==> src/rtl/store_monitor.sv <==
// Memory-side store observer: logs every store the core issues into a FWFT FIFO
// and produces a registered pass/fail verdict from the result-address convention.
module store_monitor #(
   parameter int          DEPTH        = 8,
   parameter logic [31:0] RESULT_ADDR  = 32'd100,
   parameter logic [31:0] RESULT_VALUE = 32'd25,
   parameter logic [31:0] SCRATCH_ADDR = 32'd96,
   parameter int          TIMEOUT      = 1000
) (
   input  logic        clk,
   input  logic        reset,
   input  logic        MemWrite,
   input  logic [31:0] DataAdr,
   input  logic [31:0] WriteData,
   input  logic        log_ready,
   output logic        log_valid,
   output logic [31:0] log_addr,
   output logic [31:0] log_data,
   output logic        overflow,
   output logic [15:0] store_count,
   output logic        done,
   output logic        pass,
   output logic        fail,
   output logic [1:0]  fail_code
);

   // state   | meaning
   // ST_RUN  | test running, stores sampled, timer counting
   // ST_PASS | correct value written to result address (terminal)
   // ST_FAIL | bad result, illegal address or timeout (terminal)
   localparam logic [1:0] ST_RUN  = 2'd0;
   localparam logic [1:0] ST_PASS = 2'd1;
   localparam logic [1:0] ST_FAIL = 2'd2;

   localparam logic [1:0] CODE_NONE    = 2'd0;
   localparam logic [1:0] CODE_BAD_VAL = 2'd1;
   localparam logic [1:0] CODE_BAD_ADR = 2'd2;
   localparam logic [1:0] CODE_TIMEOUT = 2'd3;

   localparam int AW = $clog2(DEPTH);
   localparam int TW = (TIMEOUT > 1) ? $clog2(TIMEOUT) : 1;
   localparam logic [TW-1:0] TIMER_LAST = TW'(TIMEOUT - 1);

   logic [1:0]    state, state_nxt;
   logic [1:0]    code_nxt;
   logic [TW-1:0] timer;

   logic [31:0]   mem_addr [DEPTH];
   logic [31:0]   mem_data [DEPTH];
   logic [AW:0]   wr_ptr, rd_ptr;

   logic sample, is_result, is_scratch, timer_tc;
   logic empty, full, pop, push_ok, drop;

   assign sample     = (state == ST_RUN) && MemWrite;
   assign is_result  = (DataAdr == RESULT_ADDR);
   assign is_scratch = (DataAdr == SCRATCH_ADDR);
   assign timer_tc   = (TIMEOUT != 0) && (timer == TIMER_LAST);

   always_comb begin
      state_nxt = state;
      code_nxt  = fail_code;
      if (state == ST_RUN) begin
         if (sample && is_result) begin
            if (WriteData == RESULT_VALUE) begin
               state_nxt = ST_PASS;
               code_nxt  = CODE_NONE;
            end else begin
               state_nxt = ST_FAIL;
               code_nxt  = CODE_BAD_VAL;
            end
         end else if (sample && !is_scratch) begin
            state_nxt = ST_FAIL;
            code_nxt  = CODE_BAD_ADR;
         end else if (timer_tc) begin
            // a deciding store on this edge takes priority over the timeout
            state_nxt = ST_FAIL;
            code_nxt  = CODE_TIMEOUT;
         end
      end
   end

   always_ff @(posedge clk or negedge reset) begin
      if (!reset) begin
         state       <= ST_RUN;
         fail_code   <= CODE_NONE;
         timer       <= '0;
         store_count <= '0;
      end else begin
         state     <= state_nxt;
         fail_code <= code_nxt;
         if (state == ST_RUN && TIMEOUT != 0)
            timer <= timer + TW'(1);
         if (sample && store_count != 16'hFFFF)
            store_count <= store_count + 16'd1;
      end
   end

   assign done = (state != ST_RUN);
   assign pass = (state == ST_PASS);
   assign fail = (state == ST_FAIL);

   // extra pointer bit separates full from empty when the indices match
   assign empty   = (wr_ptr == rd_ptr);
   assign full    = (wr_ptr[AW] != rd_ptr[AW]) && (wr_ptr[AW-1:0] == rd_ptr[AW-1:0]);
   assign pop     = !empty && log_ready;
   assign push_ok = sample && (!full || pop);
   assign drop    = sample && full && !pop;

   always_ff @(posedge clk or negedge reset) begin
      if (!reset) begin
         wr_ptr   <= '0;
         rd_ptr   <= '0;
         overflow <= 1'b0;
         for (int i = 0; i < DEPTH; i++) begin
            mem_addr[i] <= '0;
            mem_data[i] <= '0;
         end
      end else begin
         if (push_ok) begin
            mem_addr[wr_ptr[AW-1:0]] <= DataAdr;
            mem_data[wr_ptr[AW-1:0]] <= WriteData;
            wr_ptr <= wr_ptr + (AW+1)'(1);
         end
         if (pop)
            rd_ptr <= rd_ptr + (AW+1)'(1);
         if (drop)
            overflow <= 1'b1;
      end
   end

   assign log_valid = !empty;
   assign log_addr  = empty ? 32'd0 : mem_addr[rd_ptr[AW-1:0]];
   assign log_data  = empty ? 32'd0 : mem_data[rd_ptr[AW-1:0]];

endmodule

==> config.mk <==
export PLATFORM = sky130hd
export DESIGN_NAME = store_monitor
export DESIGN_NICKNAME = d
export VERILOG_FILES = /design/src/rtl/store_monitor.sv
export SDC_FILE = /design/constraint.sdc
export NUM_CORES = 1
export LEC_CHECK = 0
export BUFFER_PORTS_ARGS = -buffer_cell sky130_fd_sc_hd__buf_2
export CAP_MARGIN = 10
export CORE_MARGIN = 4
export CORE_UTILIZATION = 61
export CTS_CLUSTER_DIAMETER = 120
export DETAILED_ROUTE_END_ITERATION = 10
export GPL_TIMING_DRIVEN = 0
export PLACE_DENSITY = 0.9
export SYNTH_ARGS = -nofsm -noshare
export SYNTH_HDL_FRONTEND = slang
export SYNTH_SLANG_ARGS = --single-unit
==> constraint.sdc <==
create_clock -name clk -period 3.52 [get_ports clk]
set_input_delay 1.056 -clock clk [delete_from_list [all_inputs] [get_ports clk]]
set_output_delay 1.056 -clock clk [all_outputs]
set_load 0.05 [all_outputs]
==> summary.md <==
| Metric | Value |
|---|---|
| Status | complete, but fails checks |
| Failing checks | setup timing |
| CP Launch Type | flip-flop |
| Slew @ Worst Pin | 1193 ps |
| Area post-placement | 0.02720 mm^2 |
| Hold_ws | 377.9 ps |
| CP max stage cell | mux4_2 |
| Pre-Repair DR Iteration Count | 5 |
| Syn_area_per_cell | 16.22 um^2 |
| Synth-to-layout area growth | 18.90% |
| Number of global-route vias before repair | 16410 |
| Initial antenna violation count | 9 |
| Cell Pwr Density | 1114 mW/mm^2 |
| Most frequent CP cell | clkbuf_16 |
| Finished Core Util | 0.7401 |
| Setup Crit Path Kind | reg2out |
| Final WS setup | -74.56 ps |
| Static leakage | 0.01367 uW |
| Total CTS buffers | 57 |
| Core Rows | 74 |
| Final min period | 3595 ps |
| Worst skew pair latency | 610 ps |
| Asr flop ratio synth | 1.000 |
| Worst-path maximum fanout | 5 |
| Clk slew on worst S/H paths | 60 ps |
| Largest net degree at the start of global routing | 134 |
| Synthesized flop and latch total | 551 |
| Worst path arrival time | 2540 ps |
| Setup-failing EPs final | 32 |
| Max Clock Freq | 278.2 MHz |
| Worst Skew | 19.83 ps |
| Nets@finish | 1892 |
| Final Max Slew Viols | 0 |
| CTS Buffer Depth | 3 |
| Post-synth EDFFs | 0 |
| Average wire per standard cell | 26.53 um |
| Final Hold Fails | 0 |
| Layout cells sized above 1 | 0.5351 |
| Area leader, netlist | dfrtp_1 |
| Synthesized Nets | 1653 |
| WL final | 63700 um |
| Post-synthesis cell type count | 48 |
| Via-to-Cell Ratio | 6.308 |
| Port Buf Inserts | 154 |
| Global route overflow | 0 |
| # IOs | 155 |
| Pre-CTS WS | -675.3 ps |
| Synth Flop Type | dfrtp_1 |
| Antenna viol nets, final | 0 |
| Die Footprint | 0.04539 mm^2 |
| Share of the synthesized area in the top cell type | 0.5376 |
| Synth top area cells | dfrtp_1 (54%), mux2_2 (15%), mux4_2 (11%) |
| Residual DRC | 0 |
| Synthesized area | 0.02565 mm^2 |
| Root buf cell | clkbuf_16 |
| Global-route total usage across every layer | 0.2773 |
| Die width | 213.0 um |
| RSZ-0062 raised after global routing | true |
| Max_cap viols | 0 |
| Post-Synthesis Cells | 1581 |
| Hold Path Class | in2async |
| Post-synthesis sequential area ratio | 0.5376 |
| Tot Pwr | 33970 uW |
| Cells along the critical path | buf_12, clkbuf_16, clkbuf_16, mux4_2, mux2i_1, nor2_2, buf_6 |
| Initial core utilization | 0.6224 |
| Non-Filler Cell Area, Final | 0.03049 mm^2 |
| Vias | 15150 |
| Die H | 213.0 um |
| H-tree Lvls | 2 |
| Crit path buf inv count | 4 |
| Critical path's top delay family | multiplexers |
| Critical Path RT | 2460 ps |
| CTS Sinks | 551 |
| Fillers | 2270 |
| Gpl congestion | 0.8221 |
| Initial DRC count | 1221 |
| Area of the core | 0.04120 mm^2 |
| Crit. End Element | output pin |
| Hpwl dp | 38210 um |
| CTS tree | yes |
| Yosys warns | 0 |
| First-pass GRT wire length | 96540 um |
| Critical Path Max Stage Delay | 510 ps |
| Relative slew slack | 0.2044 |
| Peak supply drop | 0.9643 mV |
| Crit share post-route | 1.021 |
==> report_power, final <==
| part | switching, uW | internal, uW |
|---|---|---|
| logic | 8720 | 8130 |
| registers | 1720 | 9210 |
| clock network | 2540 | 3650 |
==> cell type report <==
type | count | area, um^2 | share of cell area
sequential | 551 | 13790 | 0.4523
clock buffer | 86 | 1718 | 0.05634
antenna | 4 | 10.01 | 0.0003283
buffer | 96 | 1129 | 0.03701
timing repair buffer | 182 | 1565 | 0.05133
inverter | 9 | 33.78 | 0.001108
multi-input combinational | 923 | 11360 | 0.3727
tap | 532 | 665.6 | 0.02183
clock inverter | 18 | 214.0 | 0.007017
==> metrics by stage <==
| stage | instances | setup TNS [ps] |
|---|---|---|
| floorplan | 1581 | 0 |
| global placement | 2267 | -5051100 |
| detailed placement | 2271 | -37730 |
| CTS | 2380 | -995.9 |
| global route | 2400 | -3899 |
| finish | 2401 | -794.7 |
==> repair_timing <==
action | in CTS | in global routing
resized for setup | 179 | 136
gates cloned | 1 | 9
buffers inserted | 6 | 8
hold buffers | 0 | 0
pin swaps | 1 | 2
endpoints found under the setup margin | 64 | 64
==> state kept, by name (all words and copies together) (netlist names) <==
register     flops
mem_data       256
overflow         1
timer           10
rd_ptr           4
fail_code        2
store_count     16
wr_ptr           4
mem_addr       256
state            2
==> per-layer routing <==
layer	vias up	global-route usage	routed length [um]
met3	142	0.06729	4009
met2	535	0.4480	31730
met4	10	0.09040	1943
li1	6364	-	-
met5	-	0	68
met1	8094	0.3779	25940
==> layout by cell type (no fill, tap or decap), drive strengths merged, types with 7 or more instances in the layout <==
| cell | n |
|---|---|
| nand2 | 17 |
| nor2 | 85 |
| buf | 249 |
| nand3 | 7 |
| xnor2 | 21 |
| mux2 | 517 |
| clkbuf | 114 |
| nor4 | 11 |
| clkinv | 11 |
| nand4 | 13 |
| xor2 | 13 |
| mux4 | 128 |
| dfrtp | 551 |
| mux2i | 64 |
| nor3 | 7 |
| inv | 10 |
==> cells in the mapped netlist (2+ instances only) <==
library cell,count
ha_1,4
a31o_2,2
nor2_8,3
inv_1,9
nand2b_1,4
a21oi_1,2
clkbuf_1,27
nand4_1,13
mux2i_1,64
a2111oi_4,2
dfrtp_1,551
mux4_2,128
nor2_1,81
mux2_2,334
mux2_4,120
xnor2_1,21
mux2_1,63
nand2_1,17
or4_1,2
nor3_1,6
nor2b_1,2
and3_1,2
buf_2,22
xor2_1,12
nand3_1,6
buf_6,36
a21o_1,2
nor4bb_1,2
a31oi_1,2
nor4_1,11
buf_1,8
nor4b_1,3
buf_4,5
==> worst paths after layout <==
| check | slack, ps | to | cells past startpoint | startpoint |
|---|---|---|---|---|
| min in group clk | 480 | mem_addr[162] | 1 | mem_addr[162] |
| hold reg to reg | 480 | mem_addr[162] | 1 | mem_addr[162] |
| setup / recovery | -70 | log_data[0] | 7 | rd_ptr[0] |
| setup reg to reg | 640 | mem_addr[75] | 5 | state[1] |
| max in group asynchronous | 1580 | mem_addr[132] | 3 | reset |
| hold / removal | 380 | mem_data[133] | 1 | reset |
==> cell families after synthesis <==
kind of cell / synth area share
buffers and inverters: 0.02800
DFF: 0.5376
AOI/OAI and AO/OA: 0.006830
and+or+nand+nor: 0.03171
adders and majority gates: 0.001952
muxes: 0.3820
xor gates and xnor gates: 0.01190
(Power assumes the default switching activity.)
